File: src/rtl/fpga_board_status_ctrl.sv
// Board-level reset conditioning, heartbeat prescaler, sticky SoC exit-status
// latch and a four-mode registered LED bank with a blink-code display.
module fpga_board_status_ctrl #(
    parameter int NUM_LEDS    = 4,
    parameter int TICK_DIV_W  = 24,
    parameter int EXIT_W      = 32,
    parameter int RST_STRETCH = 16,
    parameter int BLINK_W     = 4
) (
    input  logic                clk_i,
    input  logic                rst_ni,
    output logic                soc_rst_no,
    input  logic                exit_valid_i,
    input  logic [EXIT_W-1:0]   exit_value_i,
    input  logic                clear_i,
    input  logic [1:0]          led_mode_i,
    output logic [NUM_LEDS-1:0] led_o,
    output logic                tick_o,
    output logic                exit_done_o,
    output logic                exit_pass_o,
    output logic [EXIT_W-1:0]   exit_code_o
);

    localparam int STRETCH_W = (RST_STRETCH > 1) ? $clog2(RST_STRETCH) : 1;
    localparam logic [STRETCH_W-1:0] STRETCH_LAST = STRETCH_W'(RST_STRETCH - 1);
    localparam logic [STRETCH_W-1:0] STRETCH_ONE  = STRETCH_W'(1);
    localparam logic [BLINK_W:0]     COUNT_ONE    = (BLINK_W+1)'(1);
    localparam int STATUS_N = (NUM_LEDS < 4) ? NUM_LEDS : 4;
    localparam int CODE_N   = (NUM_LEDS < EXIT_W) ? NUM_LEDS : EXIT_W;

    typedef enum logic [1:0] {
        ST_IDLE,
        ST_ON,
        ST_OFF,
        ST_GAP
    } blink_state_e;

    logic [1:0]            rst_sync_q;
    logic [STRETCH_W-1:0]  stretch_q;
    logic                  soc_rst_q;
    logic [TICK_DIV_W-1:0] div_q;
    logic                  tick_q;
    logic                  heartbeat;
    logic                  exit_done_q;
    logic                  exit_pass_q;
    logic [EXIT_W-1:0]     exit_code_q;
    blink_state_e          state_q;
    blink_state_e          state_d;
    logic [BLINK_W:0]      count_q;
    logic [BLINK_W:0]      count_d;
    logic [BLINK_W:0]      count_load;
    logic [1:0]            gap_q;
    logic [1:0]            gap_d;
    logic [3:0]            status_bits;
    logic [NUM_LEDS-1:0]   status_leds;
    logic [NUM_LEDS-1:0]   code_leds;
    logic [NUM_LEDS-1:0]   led_d;
    logic [NUM_LEDS-1:0]   led_q;

    // The stretch counter only starts once the synchronised reset has released,
    // so soc_rst_no rises a fixed number of edges after rst_ni is first seen high.
    always_ff @(posedge clk_i or negedge rst_ni) begin
        if (!rst_ni) begin
            rst_sync_q <= 2'b00;
            stretch_q  <= '0;
            soc_rst_q  <= 1'b0;
        end else begin
            rst_sync_q <= {rst_sync_q[0], 1'b1};
            if (rst_sync_q[1] && (stretch_q != STRETCH_LAST)) begin
                stretch_q <= stretch_q + STRETCH_ONE;
            end
            soc_rst_q <= rst_sync_q[1] && (stretch_q == STRETCH_LAST);
        end
    end

    always_ff @(posedge clk_i or negedge rst_ni) begin
        if (!rst_ni) begin
            div_q  <= '0;
            tick_q <= 1'b0;
        end else begin
            div_q  <= div_q + TICK_DIV_W'(1);
            tick_q <= &div_q;
        end
    end

    assign heartbeat = div_q[TICK_DIV_W-1];

    // Clear has priority; once latched the status stays put until cleared.
    always_ff @(posedge clk_i or negedge rst_ni) begin
        if (!rst_ni) begin
            exit_done_q <= 1'b0;
            exit_pass_q <= 1'b0;
            exit_code_q <= '0;
        end else if (clear_i) begin
            exit_done_q <= 1'b0;
            exit_pass_q <= 1'b0;
            exit_code_q <= '0;
        end else if (soc_rst_q && !exit_done_q && exit_valid_i) begin
            exit_done_q <= 1'b1;
            exit_pass_q <= (exit_value_i == '0);
            exit_code_q <= exit_value_i;
        end
    end

    assign count_load = {1'b0, exit_code_q[BLINK_W-1:0]} + COUNT_ONE;

    always_ff @(posedge clk_i or negedge rst_ni) begin
        if (!rst_ni) begin
            state_q <= ST_IDLE;
            count_q <= '0;
            gap_q   <= 2'd0;
        end else begin
            state_q <= state_d;
            count_q <= count_d;
            gap_q   <= gap_d;
        end
    end

    // A missing or cleared exit status overrides any tick-driven progress.
    always_comb begin
        state_d = state_q;
        count_d = count_q;
        gap_d   = gap_q;
        if (!exit_done_q || clear_i) begin
            state_d = ST_IDLE;
        end else if (tick_q) begin
            case (state_q)
                ST_IDLE: begin
                    state_d = ST_ON;
                    count_d = count_load;
                end
                ST_ON: begin
                    state_d = ST_OFF;
                end
                ST_OFF: begin
                    if (count_q > COUNT_ONE) begin
                        state_d = ST_ON;
                        count_d = count_q - COUNT_ONE;
                    end else begin
                        state_d = ST_GAP;
                        gap_d   = 2'd0;
                    end
                end
                ST_GAP: begin
                    if (gap_q == 2'd3) begin
                        state_d = ST_ON;
                        count_d = count_load;
                    end else begin
                        gap_d = gap_q + 2'd1;
                    end
                end
                default: begin
                    state_d = ST_IDLE;
                end
            endcase
        end
    end

    always_comb begin
        status_bits = {exit_pass_q, exit_done_q, soc_rst_q, heartbeat};
        status_leds = '0;
        status_leds[STATUS_N-1:0] = status_bits[STATUS_N-1:0];
        code_leds = '0;
        if (exit_done_q) begin
            code_leds[CODE_N-1:0] = exit_code_q[CODE_N-1:0];
        end
        case (led_mode_i)
            2'd0:    led_d = status_leds;
            2'd1:    led_d = code_leds;
            2'd2:    led_d = {NUM_LEDS{state_q == ST_ON}};
            default: led_d = {NUM_LEDS{heartbeat}};
        endcase
    end

    always_ff @(posedge clk_i or negedge rst_ni) begin
        if (!rst_ni) begin
            led_q <= '0;
        end else begin
            led_q <= led_d;
        end
    end

    assign soc_rst_no  = soc_rst_q;
    assign tick_o      = tick_q;
    assign exit_done_o = exit_done_q;
    assign exit_pass_o = exit_pass_q;
    assign exit_code_o = exit_code_q;
    assign led_o       = led_q;

endmodule

File: config.mk
export PLATFORM = sky130hd
export DESIGN_NAME = fpga_board_status_ctrl
export DESIGN_NICKNAME = d
export VERILOG_FILES = /design/src/rtl/fpga_board_status_ctrl.sv
export SDC_FILE = /design/constraint.sdc
export NUM_CORES = 1
export LEC_CHECK = 0
export BUFFER_PORTS_ARGS = -buffer_cell sky130_fd_sc_hd__buf_4
export CORE_ASPECT_RATIO = 1.1
export CORE_MARGIN = 5
export CORE_UTILIZATION = 50
export CTS_BUF_LIST = sky130_fd_sc_hd__clkbuf_4 sky130_fd_sc_hd__clkbuf_8
export CTS_CLUSTER_DIAMETER = 80
export CTS_CLUSTER_SIZE = 16
export DETAILED_ROUTE_END_ITERATION = 7
export PLACE_DENSITY_LB_ADDON = 0.25
export REMOVE_ABC_BUFFERS = 1
export SYNTH_ARGS = -nofsm -noshare
export SYNTH_HDL_FRONTEND = slang
export SYNTH_SLANG_ARGS = --single-unit
export TNS_END_PERCENT = 1
File: constraint.sdc
create_clock -name clk_i -period 1.5 [get_ports clk_i]
set_input_delay 0.45 -clock clk_i [delete_from_list [all_inputs] [get_ports clk_i]]
set_output_delay 0.45 -clock clk_i [all_outputs]
set_load 0.01 [all_outputs]
Word level (Yosys, flattened, before mapping)

Cells that the tools add are included.

Flip-flop bits (word level): 79
Bits in latches: 0
Memory bits (writable): 0
Memory bits (read-only): 0
Input port bits: 38
Output and inout bits: 40
Word-level logic and storage cells: 68
Memories: 0

Add/sub/neg operators: 5
Multiply operators: 0
Divide/modulo/power cells: 0
$lt $le $gt $ge: 1
Eq/ne operators: 13
Shifts and indexed selects: 0
Muxes and demuxes: 19
Bitwise logic cells: 1
Reduce and logical (&&, ||, !) cells: 17

Operators by type and width:

| operator                                                                         | number |
|---|---|
| 32-bit two-way mux                                                               | 2 |
| 32-bit zero test                                                                 | 1 |
| 24-bit by 1-bit adder with 24-bit output (second input constant)                 | 1 |
| 24-bit AND reduction                                                             | 1 |
| 5-bit one-hot mux with 3 select lines                                            | 1 |
| 2-bit two-way mux                                                                | 6 |
| 4-bit one-hot mux with 3 select lines                                            | 1 |
| 5-bit two-way mux                                                                | 2 |
| 5-bit AND reduction                                                              | 2 |
| 2-bit equality test (second input constant)                                      | 4 |
| 2-bit inequality test (second input constant)                                    | 4 |
| 2-bit one-hot mux with 4 select lines                                            | 1 |
| 2-bit nonzero test                                                               | 3 |
| 4-bit by 1-bit adder with 5-bit output (second input constant)                   | 1 |
| 5-bit by 1-bit greater-than comparator with 1-bit output (second input constant) | 1 |
| 5-bit by 1-bit subtractor with 5-bit output (second input constant)              | 1 |
| 4-bit by 1-bit adder with 4-bit output (second input constant)                   | 1 |
| 2-bit by 1-bit equality test with 1-bit output (second input constant)           | 2 |
| 4-bit equality test (second input constant)                                      | 1 |
| 1-bit logical AND                                                                | 4 |
| 2-bit zero test                                                                  | 2 |
| 1-bit two-way mux                                                                | 4 |
| 4-bit two-way mux                                                                | 1 |
| 4-bit inequality test (second input constant)                                    | 1 |
| other kinds (8)                                                                  | 8 |

Longest topological paths before layout

Depth in word-level cells: 5
Gate-level depth with buffers: 6
Gate-level depth less buffers: 6

Worst setup path before layout

No wires, ideal clock.

Path kind: reg2reg
From: register count_q[0]
To: register count_q[4]
Setup time: 0.071 ns
Data arrival time: 1.407 ns
Data required time: 1.429 ns
Slack: 0.022 ns
Stages on the path, launching flop included: 7
Buffers on the path: 0
Period minus slack after synthesis: 1.478 ns
Cells stage by stage: dfrtp_1 inv_1 ha_1 or3b_2 nor3b_1 nand3_1 nand4_1

Cells in the longest elaborated chain, start to end: 3
Elaborated cells between the ends (all ways): 6
Classes of those cells: add/sub: 1; order compare: 1; eq/ne: 1; mux: 2; reduce/logical: 1

Ends and longest elaborated chain:

| element                                                                                                                        | line     | source |
|---|---|---|
| from (decl)                                                                                                                    | 49       | `logic [BLINK_W:0] count_q;` |
| from (signal assigned)                                                                                                         | 114      | `count_q <= count_d;` |
| 5-bit by 1-bit subtractor with 5-bit output / 5-bit by 1-bit greater-than comparator with 1-bit output (equally long branches) | 138, 136 |  |
| 5-bit two-way mux / 2-bit inequality test (equally long branches)                                                              | n/a      |  |
| 5-bit one-hot mux with 3 select lines / 5-bit AND reduction (equally long branches)                                            | n/a      |  |

Several ways; a longest one is shown, not always the timed one. The select of a mux whose other input is x is not followed.
A chain may end at the register's enable or synchronous reset.

Worst setup path after layout

From: register gap_q[0]
To: register count_q[3]

Cells in the longest elaborated chain, start to end: 3

Ends and longest elaborated chain:

| element                                | line | source |
|---|---|---|
| from (decl)                            | 52   | `logic [1:0] gap_q;` |
| from (signal assigned)                 | 115  | `gap_q <= gap_d;` |
| 2-bit equality test                    | 145  | `if (gap_q == 2'd3) begin` |
| 2-bit inequality test (no source line) | n/a  |  |
| 5-bit AND reduction (no source line)   | n/a  |  |

Every way passes these cells.

==> flow_metrics.tcl <==
set metrics [dict create \
    status "finished, final reports clean" \
    start_kind "register" \
    root_buffer "clkbuf_8" \
    post_cts_buffers 0 \
    period_share 0.9953 \
    final_nets 441 \
    grt_pass1_wl_um 13270 \
    setup_tns_ps 0 \
    worstPathArrival_ps 1720 \
    setup_viol 0 \
    die_y_um 97.73 \
    routed_via_density 5.464 \
    ios 78 \
    cts_max_level 3 \
    synth_common_cells "dfrtp_1, a22o_1, nand3_1, xnor2_1, nand2_1" \
    placed_area_um2 4318 \
    max_freq_mhz 669.8 \
    clk_path_buf_depth 2 \
    wl_um 7620 \
    ant_nets 0 \
    p_leak_nw 2.211 \
    synth_most_common_cell "dfrtp_1" \
    end_kind "register" \
    layout-drive-gt1-share 0.3392 \
    synth_top_family_by_area "simple AND/OR/NAND/NOR gates" \
    postCtsHoldBufs 0 \
    wl_per_cell_um 15.78 \
    hpwl_um 5484 \
    synthCells 297 \
    grt_max_degree 80 \
    std_cell_rows 32 \
    num_vias 2639 \
    synth-simple-area-share 0.1477 \
    portBuffers 77 \
    synth_edf_count 0 \
    cp-endpoint "count_q[3]" \
    synth_area_per_cell_um2 11.78 \
    die_area_um2 8772 \
    clk_latency_ps 350 \
    first_pass_iters 4 \
    synthAdderAreaFrac 0.03577 \
    cp-startpoint "gap_q[0]" \
    fin_skew_ps 7.874 \
    synth_seq_cells 79 \
    grt_pass1_vias 2815 \
    drtIter0Drc 141 \
    core-area_um2 6927 \
    post-route-drc-count 0 \
    grt_usage 0.1836 \
    finalHoldViolations 0 \
    antenna_cells 0 \
    cts_buffers 9 \
    synth_top_flop_cell "dfrtp_1" \
    tritoncts "done" \
    synth_compound_area_frac 0.1330 \
    gp_congestion 0.8531 \
    async_flop_share 1.000 \
    yosysUniqueCellTypes 41 \
    synth_area_leader_cell "dfrtp_1" \
    syn_area_um2 3498 \
    synth.top_cell.area_share 0.5651 \
    min_path_type "input port to asynchronous set/reset pin" \
    ir_worst_vdd_uv 680.4 \
    r2r_start "gap_q[0]" \
    final_area_um2 4573 \
    clock-sinks 79 \
    ff2ff_setup_slack_ps 7 \
    fin_crit_ps 1493 \
    path_class "register to register" \
    required_ps 1730 \
    yosys.area_share.xor_xnor 0.06509 \
    synthTopCellsByArea "dfrtp_1, a22o_1, xnor2_1" \
    postLayoutCoreUtil 0.6602 \
    seqCellArea_um2 1979 \
    r2r-end "count_q[3]" \
    synth_warnings 0 \
    grt_antenna_before_repair 0 \
    start_util 0.5051 \
    area_growth_pct 30.72 \
    grt_overflow 0 \
    synth_mux_area_frac 0.01896 \
    rsz0062_at_grt "true" \
    reg2reg_depth 6 \
    multiInputGateArea_um2 1449 \
    powerDensity_nw_per_um2 1005 \
    clk_pin_slew_worst_paths_ps 80 \
    dieWidth_um 89.76 \
    seq_area_frac_synth 0.5651 \
    slew_violations 0 \
    fillers 558 \
    cp_max_fo 5 \
    max_cap_viol_count 0 \
]
registers in the layout (all words and copies together) (netlist names):
register and count:
count_q 5, div_q 24, exit_code_o 32, exit_done_o 1, exit_pass_o 1, gap_q 2
led_o 4, rst_sync_q 2, soc_rst_no 1, state_q 2, stretch_q 4, tick_o 1
power by group:
| group | internal, mW | switching (mW) | leakage, nW | total, mW |
|---|---|---|---|---|
| Clock | 0.908 | 0.756 | 0.109 | 1.66 |
| Sequential | 2.25 | 0.104 | 1.04 | 2.35 |
| Combinational | 0.294 | 0.282 | 1.06 | 0.576 |
cells in the final DEF, fill, tap and decap left out, drive strengths merged, types with 3 or more instances in the layout:
cell	instances
buf	99
dfrtp	79
a22o	33
nand3	22
xnor2	22
nand2	16
clkbuf	12
inv	11
nand4	10
a21oi	10
ha	10
nor4	8
and4	8
o21ai	6
nor2	6
xor2	4
mux2i	4
and3	4
nand2b	4
a31oi	3
nor3	3
repair_timing:
action                     4_1_cts  5_1_grt
setup endpoints to repair        4       16
gates cloned                     0        0
gates resized for setup          5       11
pin swaps                        0        2
cell type report:
| type | count | share of cell area |
|---|---|---|
| Sequential cell | 79 | 0.4328 |
| Multi-Input combinational cell | 194 | 0.3168 |
| Timing Repair Buffer | 99 | 0.1715 |
| Clock buffer | 12 | 0.03611 |
| Tap cell | 85 | 0.02326 |
| Clock inverter | 4 | 0.01122 |
| Inverter | 10 | 0.008208 |
cell families after synthesis:
group | after synthesis
and+or+nand+nor | 90
muxes | 6
other | 1
DFF | 79
adders and majority gates | 10
buffers and inverters | 24
AOI/OAI and AO/OA | 61
xor gates and xnor gates | 26
worst min path at each step:
| stage | start | endpoint | slack (ps) | cells past startpoint |
|---|---|---|---|---|
| final | rst_ni | count_q[4] | 100 | 2 |
| after global routing | rst_ni | exit_code_o[5] | 130 | 2 |
| after CTS | rst_ni | count_q[4] | 120 | 2 |
| after detailed placement | rst_sync_q[0] | rst_sync_q[1] | 350 | 0 |
| after global placement | rst_sync_q[0] | rst_sync_q[1] | 330 | 0 |
| after floorplan | rst_ni | count_q[0] | 150 | 0 |
critical path: stages (launching register included):
cell and delay (ps):
dfrtp_1 390, ha_1 210, nand2b_4 140, and4b_2 270
buf_4 150, a31oi_1 170, a21oi_1 60
layer usage:
layer | GRT usage | vias to the layer above | share of wire
met1 | 0.2348 | 1287 | 0.45
met5 | 0 | - | 0
li1 | - | 1283 | -
met3 | 0.05162 | 14 | 0.051
met2 | 0.2962 | 55 | 0.48
met4 | 0.07093 | 0 | 0.021
per-stage QoR:
step                total power, mW  instances  setup slack (ps)  hold WS [ps]
finish                        4.594        483             7.030         98.98
global placement              2.956        467             39.68         333.4
CTS                           4.650        483             1.397         116.6
floorplan                     2.629        283             -1083         154.4
detailed placement            2.976        467            -1.311         349.7
global route                  4.822        483            -47.69         128.5
(Power assumes the default switching activity.)
